`src/rtl/regfile_mp.sv`:
```
// rtl/regfile_mp.sv - multi-port register file with async reads, write bypass and clear sweep
// A zero sweep runs after reset or clear_req; writes during the sweep are dropped and flagged.
module regfile_mp #(
  parameter int Addr_width = 4,
  parameter int data_width = 8,
  parameter int N_RD       = 2,
  parameter int ZERO_REG   = 0
) (
  input  logic                       clk,
  input  logic                       rst,
  input  logic                       we,
  input  logic [Addr_width-1:0]      addr_w,
  input  logic [data_width-1:0]      data_w,
  input  logic                       clear_req,
  input  logic [N_RD*Addr_width-1:0] addr_r,
  output logic [N_RD*data_width-1:0] data_r,
  output logic                       busy,
  output logic                       wr_drop
);

  localparam int Depth = 1 << Addr_width;

  typedef enum logic {
    IDLE  = 1'b0,
    CLEAR = 1'b1
  } state_t;

  state_t                state, state_nxt;
  logic [Addr_width-1:0] clr_cnt, clr_cnt_nxt;
  logic [data_width-1:0] mem [Depth];

  logic addr_w_zero;
  logic wr_commit;
  logic wr_ignored;
  logic last_slot;

  // Location 0 swallows writes silently when hardwired, even during a sweep.
  assign addr_w_zero = (ZERO_REG != 0) && (addr_w == '0);
  assign wr_commit   = !rst && (state == IDLE) && we && !addr_w_zero;
  assign wr_ignored  = (state == CLEAR) && we && !addr_w_zero;
  assign last_slot   = (clr_cnt == Addr_width'(Depth - 1));
  assign busy        = (state == CLEAR);

  always_comb begin
    state_nxt   = state;
    clr_cnt_nxt = clr_cnt;
    unique case (state)
      IDLE: begin
        if (clear_req) begin
          state_nxt   = CLEAR;
          clr_cnt_nxt = '0;
        end
      end
      CLEAR: begin
        clr_cnt_nxt = clr_cnt + Addr_width'(1);
        if (last_slot) begin
          state_nxt = IDLE;
        end
      end
      default: begin
        state_nxt   = CLEAR;
        clr_cnt_nxt = '0;
      end
    endcase
  end

  always_ff @(posedge clk) begin
    if (rst) begin
      state   <= CLEAR;
      clr_cnt <= '0;
      wr_drop <= 1'b0;
    end else begin
      state   <= state_nxt;
      clr_cnt <= clr_cnt_nxt;
      wr_drop <= wr_ignored;
    end
  end

  // The array itself is never reset; the sweep is what zeroes it.
  always_ff @(posedge clk) begin
    if (!rst) begin
      if (state == CLEAR) begin
        mem[clr_cnt] <= '0;
      end else if (wr_commit) begin
        mem[addr_w] <= data_w;
      end
    end
  end

  for (genvar i = 0; i < N_RD; i++) begin : g_rd
    logic [Addr_width-1:0] rd_addr;
    logic [data_width-1:0] rd_data;

    assign rd_addr = addr_r[i*Addr_width +: Addr_width];

    always_comb begin
      rd_data = mem[rd_addr];
      if (busy || ((ZERO_REG != 0) && (rd_addr == '0))) begin
        rd_data = '0;
      end else if (wr_commit && (rd_addr == addr_w)) begin
        rd_data = data_w;
      end
    end

    assign data_r[i*data_width +: data_width] = rd_data;
  end

endmodule
```
`config.mk`:
```
export PLATFORM = sky130hd
export DESIGN_NAME = regfile_mp
export DESIGN_NICKNAME = d
export VERILOG_FILES = /design/src/rtl/regfile_mp.sv
export SDC_FILE = /design/constraint.sdc
export NUM_CORES = 1
export LEC_CHECK = 0
export BUFFER_PORTS_ARGS = -buffer_cell sky130_fd_sc_hd__buf_2
export CAP_MARGIN = 10
export CORE_ASPECT_RATIO = 2
export CORE_MARGIN = 2
export CORE_UTILIZATION = 55
export CTS_CLUSTER_SIZE = 12
export DETAILED_ROUTE_END_ITERATION = 12
export PLACE_DENSITY = 0.75
export SLEW_MARGIN = 20
export SYNTH_ARGS = -nofsm -noshare
export SYNTH_HDL_FRONTEND = slang
export SYNTH_SLANG_ARGS = --single-unit
export TNS_END_PERCENT = 50
```
`constraint.sdc`:
```
create_clock -name clk -period 2.7 [get_ports clk]
set_input_delay 0.405 -clock clk [delete_from_list [all_inputs] [get_ports clk]]
set_output_delay 0.405 -clock clk [all_outputs]
set_load 0.01 [all_outputs]
```
# Yosys cells after proc, flatten, opt, wreduce, memory -nomap -nowiden
# Memories as Yosys holds them, arrays and structs flattened.
# Index checks and enable logic that the tools add are counted.
[word_totals] reg_bits=6 mem_bits_rw=128 elab_cells=36 mem_count=1
[classes] n_addsub=1 eq_ne=4 mux=19 bitwise=1 reduce_logical=7
[mem_list] name="mem" words=16 word_bits=8 rd=2 rd_clocked_by_memory_dff=0 wr=1 line="30" source="logic [data_width-1:0] mem [Depth];"
[op_table] cell="$mux 8" count=5
[op_table] cell="$mux 1" count=10
[op_table] cell="$eq 4x4->1" count=2
[op_table] cell="$mux 4" count=2
[op_table] cell="$pmux 4 s2" count=1
[op_table] cell="$reduce_or 8->1" count=1
[op_table] cell="$logic_and 1x1->1" count=5
[op_table] cell="$add 4x1->4 const B" count=1
[op_table] cell="$eq 4x4->1 const B" count=1
[op_table] cell="$ne 2x2->1 const B" count=1
[op_table] cell="$pmux 1 s2" count=1
[op_table] cell="$logic_not 1->1" count=1
[op_table] cell="$not 1->1" count=1

# Depth between registers and ports, before layout
# Gate-level depths: netlist of run 1.
[depth] depth_word=9 mapped_depth=6 depth_no_buf=4

# Least setup slack after synthesis of run 1
# Ideal clock, no wire load.
[synth_path] kind="input to register" from="in rst" to="mem mem[10][0], enable pin" setup_ns=0.370 arrival_time_ns=1.785 t_required_ns=2.330 path_slack_ns=0.545 path_stages=6 n_path_buf=2 path_cell_list="buf_2 > nor3b_1 > buf_4 > mux2i_1 > nand2_1 > nor2_1"
[synth_between] elab_chain_len=9
[synth_lines] item="from (decl)" line="10" source="input logic rst,"
[synth_lines] item="$logic_not 1->1"
[synth_lines] item="$logic_and 1x1->1 (2 in a row)" line="39" source="assign wr_commit = !rst && (state == IDLE) && we && !addr_w_zero;"
[synth_lines] item="$mux 1" line="84" source="end else if (wr_commit) begin"
[synth_lines] item="$mux 1" line="82" source="if (state == CLEAR) begin"
[synth_lines] item="$mux 1" line="81" source="if (!rst) begin"
[synth_lines] item="$mux 1 (implied by the code)" line="85" source="mem[addr_w] <= data_w;"
[synth_lines] item="$reduce_or 8->1 (no source line)"
[synth_lines] item="$mux 4 (no source line) / $mux 1 (equally long branches)"
[synth_lines] item="to (decl)" line="30"
# Several ways; a longest one is shown, not always the timed one.

# Final worst setup path of run 1
[layout_path] from="in addr_r[4]" to="out data_r[9]"
[layout_between] elab_chain_len=4
[layout_lines] item="from (decl)" line="15" source="input logic [N_RD*Addr_width-1:0] addr_r,"
[layout_lines] item="parallel branches: the longest is 2 deep, another holds $mem_v2 16x8"
[layout_lines] item="$mux 8 (*)" line="100" source="end else if (wr_commit && (rd_addr == addr_w)) begin"
[layout_lines] item="$mux 8 (*)" line="98" source="if (busy || ((ZERO_REG != 0) && (rd_addr == '0))) begin"
[layout_lines] item="to (decl)" line="16" source="output logic [N_RD*data_width-1:0] data_r,"
# Every way passes the cells marked *.

==> impl_metrics.yaml, run 1 <==
clocking:
  clk_latency_ns: 0.42
  numClockSinks: 134
  tritoncts: "yes"
  cts.path.max_buffers: 2
  ctsRootBufferMaster: "sky130_fd_sc_hd__clkbuf_16"
  post_cts_resize_count: 0
  deepest_level_of_the_cts_h_tree: 4
  cts_inserted_buffers: 17
  hold_buffers: 0
  path_clk_slew_ns: 0.06
  cts.repair_timing.setup_buffer_count: 0
critical_path:
  critPathArrivalTime_ns: 2.16
  critical-path-top-delay-family: "buffers and inverters"
  critPathMostFrequentCell: "sky130_fd_sc_hd__buf_2"
  cp_cell_sequence: "buf_2 -> buf_4 -> mux4_1 -> a22oi_1 -> nand2_1 -> a22o_1 -> buf_2"
  r2r_start: "busy"
  worstSetupStartpointType: "input pin"
  critical_path.reg2reg.endpoint: "mem[7][7]"
  path_buf_inv: 3
  critical_path_cell_count: 7
  cpPeakStageDelay_ns: 0.58
  critical_path_class: "in -> out"
  cp-end-kind: "primary output"
  critPathLaunch: "addr_r[4]"
  cp_slowest_cell: "sky130_fd_sc_hd__mux4_1"
  critPathMaxFanout: 8
  endpoint_required_time_on_the_critical_path_ns: 2.30
  worst_reg2reg_path_depth: 4
  r2r_setup_slack_ns: 0.35
global_route:
  grt_max_degree: 34
  antenna_found_initial: 0
  grt_pass1_wl_um: 23390
  grt.overflow.total: 0
  track_usage: 0.2549
  grt_pass1_vias: 4167
cells_and_area:
  fill_cells: 815
  multi_input_area_um2: 2502
  post-route-util: 0.6411
  synthToLayoutAreaGrowth_pct: 14.99
  drive_above_1_share: 0.3082
  num_antenna_cells: 0
  area.sequential_um2: 3964
  finish.net_count: 463
detailed_routing:
  wl_met1_um: 5206
  met3WireLength_um: 982
  highest_layer: "met4"
  route.final.wire_length_um: 15550
  met2WireLength_um: 8685
  first_pass_iters: 5
  dr_total_vias: 4077
  detail_route.drc_violations: 0
  drtAntennaViolNets: 0
  wl_per_cell_um: 25.99
  post_drt_via_cell_ratio: 6.818
  violation_count_after_the_first_detailed_routing_iteration: 418
place:
  post-dp-hpwl_um: 11000
  port_buffers: 41
  final_weighted_congestion_of_routability_driven_global_placement: 0.9196
yosys:
  post_synth_num_cell_types: 43
  netlist_top_cells_area: "sky130_fd_sc_hd__edfxtp_1, sky130_fd_sc_hd__mux4_2, sky130_fd_sc_hd__mux4_1"
  yosysTopAreaCell: "sky130_fd_sc_hd__edfxtp_1"
  total_of_warnings_raised_by_yosys: 0
  synth.avg_cell_area_um2: 17.64
  netlist_instances: 381
  proportion_of_synthesized_chip_area_in_sequential_cells: 0.5898
  post_synthesis_net_count: 406
  synth.top_cell.area_share: 0.5720
  synth_area_um2: 6720
  post_synthesis_sequential_element_count: 134
timing:
  least_margin_pin_slew_ns: 1.063
  report.final.setup_viol: 0
  hold_viol: 0
  setup_tns_ns: 0
  skew_ns: 0.01004
  clock.fmax_mhz: 390.3
  slew_viol_final: 0
  final_min_period_over_clock_period: 0.9490
  finalWorstPathRequiredPeriod_ns: 2.562
  relSlewSlack: 0.2884
  setup_repair_after_global_routing_missed_its_margin: "no"
worst_hold_path:
  hp-class: "in -> reg"
  worstHoldPathCells: 2
  holdCritStartpoint: "we"
  worstHoldEndpoint: "wr_drop"
job:
  timing.max_cap.violations: 0
pwr:
  ir_drop_v: 0.0004428
  power.total_w: 0.004932
  p_leak_nw: 2.579
  power-per-cell-area_nw_per_um2: 638.2
status:
  outcome: "finished clean"
floorplanning:
  fp.dieW_um: 82.16
  floorplan.die_area_um2: 13170
  start_util: 0.5576
  ioPinCount: 42
  std_cell_rows: 57
  core_footprint_um2: 12050
  die_h_um: 160.3
## kinds of logic after synthesis
| kind of cell | Yosys count | synth area share |
|---|---|---|
| DFF | 134 | 0.5898 |
| and+or+nand+nor | 77 | 0.05660 |
| muxes | 67 | 0.2335 |
| AOI/OAI and AO/OA | 62 | 0.06926 |
| buffers and inverters | 32 | 0.03854 |
| xor gates and xnor gates | 8 | 0.01043 |
| adders and majority gates | 1 | 0.001862 |
## report_power, final
group	total (W)	leakage, nW	internal [W]	switching, W
Combinational	0.000356	1.18	0.000170	0.000187
Clock	0.00228	0.283	0.00144	0.000843
Sequential	0.00230	1.12	0.00228	0.0000179
## sequential cells by signal, summed over array words and instances (netlist names)
signal and count:
busy 1, clr_cnt 4, mem 128, wr_drop 1
## routing by layer
| metal | global-route usage | up-vias |
|---|---|---|
| met5 | 0 | - |
| met1 | 0.2868 | 2034 |
| met3 | 0.06236 | 58 |
| met4 | 0.1258 | 0 |
| met2 | 0.4383 | 246 |
| li1 | - | 1739 |
## cells in the final DEF (no fill, tap or decap), types with 12 or more instances in the layout
cell type	instances
sky130_fd_sc_hd__buf_4	21
sky130_fd_sc_hd__buf_2	41
sky130_fd_sc_hd__mux4_1	25
sky130_fd_sc_hd__nor2_1	22
sky130_fd_sc_hd__mux4_2	38
sky130_fd_sc_hd__edfxtp_1	128
sky130_fd_sc_hd__clkbuf_16	17
sky130_fd_sc_hd__a22oi_1	32
sky130_fd_sc_hd__a22o_1	16
sky130_fd_sc_hd__and2_1	12
sky130_fd_sc_hd__nand2_1	23
## worst max-delay path by stage
stage	to	slack (ns)
2_1_floorplan	mem[10][0]	0.54
3_3_place_gp	data_r[4]	0.19
3_5_place_dp	data_r[9]	0.17
4_1_cts	data_r[2]	0.16
5_1_grt	data_r[10]	0.08
6_report	data_r[9]	0.14
## synthesized netlist by cell type (all sizes together)
library cell and number:
edfxtp 128, mux4 64, a22oi 32, nand2 23, nor2 22, buf 18, a22o 16, and2 12
clkbuf 10, xor2 8, a21oi 6, dfxtp 6, a31oi 4, nor2b 4, nor3b 4, inv 2
mux2i 2, nand3b 2, nor4 2, a21o 1, a311oi 1, a41oi 1, and2b 1, and3b 1
bufbuf 1, clkdlybuf4s25 1, ha 1, mux2 1, nand2b 1, nand3 1, nand4 1, nor3 1
o21ai 1, or2 1, or3b 1
## worst reg2reg max path: cells and delay by family, from the launching register on
kind            cells  cell delay (ns)
simple gates        3             1.44
flops               1             0.33
compound gates      1             0.20
## area by class of cell
class                           instances  share of cell area
Clock buffer                           17             0.05505
Multi-Input combinational cell        215              0.3238
Sequential cell                       134              0.5130
Inverter                                2           0.0009715
Timing Repair Buffer                   68             0.06250
Tap cell                              147             0.02380
Clock inverter                         15             0.02089
## stage by stage
stage / hold slack, ns / std cells / instance area, um2 / setup WS [ns]
after floorplan: 0.4866 / 381 / 6720 / 0.5448
after global placement: 0.5206 / 566 / 7141 / 0.1936
after detailed placement: 0.5273 / 566 / 7141 / 0.1687
after CTS: 0.2759 / 598 / 7727 / 0.1554
after global routing: 0.2859 / 598 / 7727 / 0.08131
final: 0.2914 / 598 / 7727 / 0.1378
Note: power is estimated with default switching activity, not from simulation.
==> run 2: changes to the inputs <==
Settings changed: CELL_PAD_IN_SITES_DETAIL_PLACEMENT set to 0, CELL_PAD_IN_SITES_GLOBAL_PLACEMENT set to 1, CORE_UTILIZATION 55 to 53, PLACE_DENSITY 0.75 to 0.82.
==> run 2 against run 1 <==
Against the previous run: fmax shrank 0.34%; count of clock-buffer cells in the layout grew 1; cell area grew 0.18%; first-iteration DRC count grew 17%; combinational power shrank 1%; clock power grew 2%; clock skew grew 0.00095 ns; critical path type is now reg -> out; critical endpoint is now data_r[7]; largest cell class unchanged.
==> impl_metrics.yaml, run 2 (same netlist as run 1, synthesis figures left out) <==
status:
  outcome: "finished clean"
detailed_routing:
  first_pass_iters: 8
  detail_route.drc_violations: 0
  violation_count_after_the_first_detailed_routing_iteration: 487
  route.final.wire_length_um: 15140
  post_drt_via_cell_ratio: 6.748
  dr_total_vias: 4062
  drtAntennaViolNets: 0
  wl_per_cell_um: 25.15
timing:
  whs_ns: 0.2772
  final_min_period_over_clock_period: 0.9522
  report.final.setup_viol: 0
  skew_ns: 0.01100
  setup_tns_ns: 0
  least_margin_pin_slew_ns: 0.9503
  relSlewSlack: 0.3642
  slew_viol_final: 0
  hold_viol: 0
  setup_repair_after_global_routing_missed_its_margin: "no"
  finalWorstPathRequiredPeriod_ns: 2.571
  clock.fmax_mhz: 389.0
cells_and_area:
  synthToLayoutAreaGrowth_pct: 15.19
  drive_above_1_share: 0.3164
  largest_register_ffs: 128
  commonest_non_fill_non_tap_cell_in_the_layout: "sky130_fd_sc_hd__edfxtp_1"
  num_antenna_cells: 0
  finish.net_count: 464
  reg_top3: "mem x128, clr_cnt x4"
  mostFrequentLayoutCells: "sky130_fd_sc_hd__edfxtp_1, sky130_fd_sc_hd__buf_2, sky130_fd_sc_hd__mux4_2"
  post-route-util: 0.6202
  largest_register: "mem"
pwr:
  power_frac_seq: 0.461
  internal_power_w: 0.003903
  power.switching_w: 0.001075
  p_leak_nw: 2.575
  pwr-share-comb: 0.071
  clock_power_share: 0.468
  power-per-cell-area_nw_per_um2: 643.0
  switching_share: 0.2159
  ir_drop_v: 0.0004650
critical_path:
  worstSetupStartpointType: "register"
  critical_path_class: "reg -> out"
  critPathArrivalTime_ns: 2.17
  cp-end-kind: "primary output"
  endpoint_required_time_on_the_critical_path_ns: 2.30
  critPathMaxFanout: 2
clocking:
  deepest_level_of_the_cts_h_tree: 4
  tritoncts: "yes"
  path_clk_slew_ns: 0.06
  cts.path.max_buffers: 2
  clk_latency_ns: 0.42
  cts_inserted_buffers: 17
  ctsRootBufferMaster: "sky130_fd_sc_hd__clkbuf_16"
  hold_buffers: 0
  numClockSinks: 134
floorplanning:
  fp.dieW_um: 83.62
  start_util: 0.5384
  die_h_um: 163.2
  core_footprint_um2: 12480
  ioPinCount: 42
  std_cell_rows: 58
  floorplan.die_area_um2: 13650
global_route:
  grt.overflow.total: 0
  antenna_found_initial: 0
  track_usage: 0.2318
  grt_max_degree: 26
  grt_pass1_wl_um: 22850
  grt_pass1_vias: 4175
job:
  timing.max_cap.violations: 0
place:
  post-dp-hpwl_um: 11220
  port_buffers: 41
  final_weighted_congestion_of_routability_driven_global_placement: 0.9037
worst_hold_path:
  hp-class: "in -> reg"
-- run 2: per-stage QoR --
| step | setup WS [ns] | instance area (um2) | cells | power, W |
|---|---|---|---|---|
| 6_report | 0.1291 | 7741 | 602 | 0.004978 |
| 5_1_grt | 0.04782 | 7741 | 602 | 0.005105 |
| 4_1_cts | 0.09165 | 7730 | 601 | 0.004999 |
| 3_5_place_dp | 0.1454 | 7119 | 569 | 0.002684 |
| 3_3_place_gp | 0.1948 | 7119 | 569 | 0.002678 |
| 2_1_floorplan | 0.5448 | 6720 | 381 | 0.002581 |
-- run 2: power groups by stage --
stage                     logic (W)  registers (W)  clock network [W]
after global routing       0.000375        0.00230            0.00243
after CTS                  0.000348        0.00230            0.00236
after global placement     0.000342        0.00234                  0
after detailed placement   0.000346        0.00234                  0
after floorplan            0.000250        0.00233                  0
final                      0.000351        0.00230            0.00233
-- run 2: timing repair --
item | in CTS | in global routing
gates resized for setup | 1 | 1
setup buffers | 0 | 1
pin swaps | 0 | 1
gates cloned | 0 | 0
setup endpoints to repair | 16 | 16
hold endpoints to repair | 0 | 0
-- run 2: worst max-delay path, stage by stage (launching register included) --
cell,delay (ns)
sky130_fd_sc_hd__edfxtp_1,0.38
sky130_fd_sc_hd__mux4_1,0.63
sky130_fd_sc_hd__a22oi_1,0.31
sky130_fd_sc_hd__nand2_1,0.08
sky130_fd_sc_hd__a22o_1,0.20
sky130_fd_sc_hd__buf_2,0.14
-- run 2: path summary, 6_finish.rpt --
kind         startpoint          to  slack (ns)  cells past startpoint
max           mem[1][7]   data_r[7]        0.13                      5
min                  we     wr_drop        0.28                      2
max reg2reg        busy   mem[5][7]        0.24                      4
min reg2reg  clr_cnt[3]  clr_cnt[3]        0.55                      1
-- run 2: layout make-up --
| class | instances | area (um2) |
|---|---|---|
| inverter | 2 | 7.507 |
| tap | 150 | 187.7 |
| sequential | 134 | 3964 |
| multi-input combinational | 215 | 2512 |
| timing repair buffer | 69 | 465.4 |
| fill | 890 | 4741 |
| clock inverter | 14 | 175.2 |
| clock buffer | 18 | 429.2 |
-- run 2: routing by layer --
metal / part of all wire / global-route usage / up-vias
li1: - / - / 1732
met1: 0.32 / 0.2433 / 2026
met2: 0.56 / 0.4204 / 236
met3: 0.067 / 0.03790 / 68
met4: 0.058 / 0.1540 / 0
met5: 0 / 0 / -
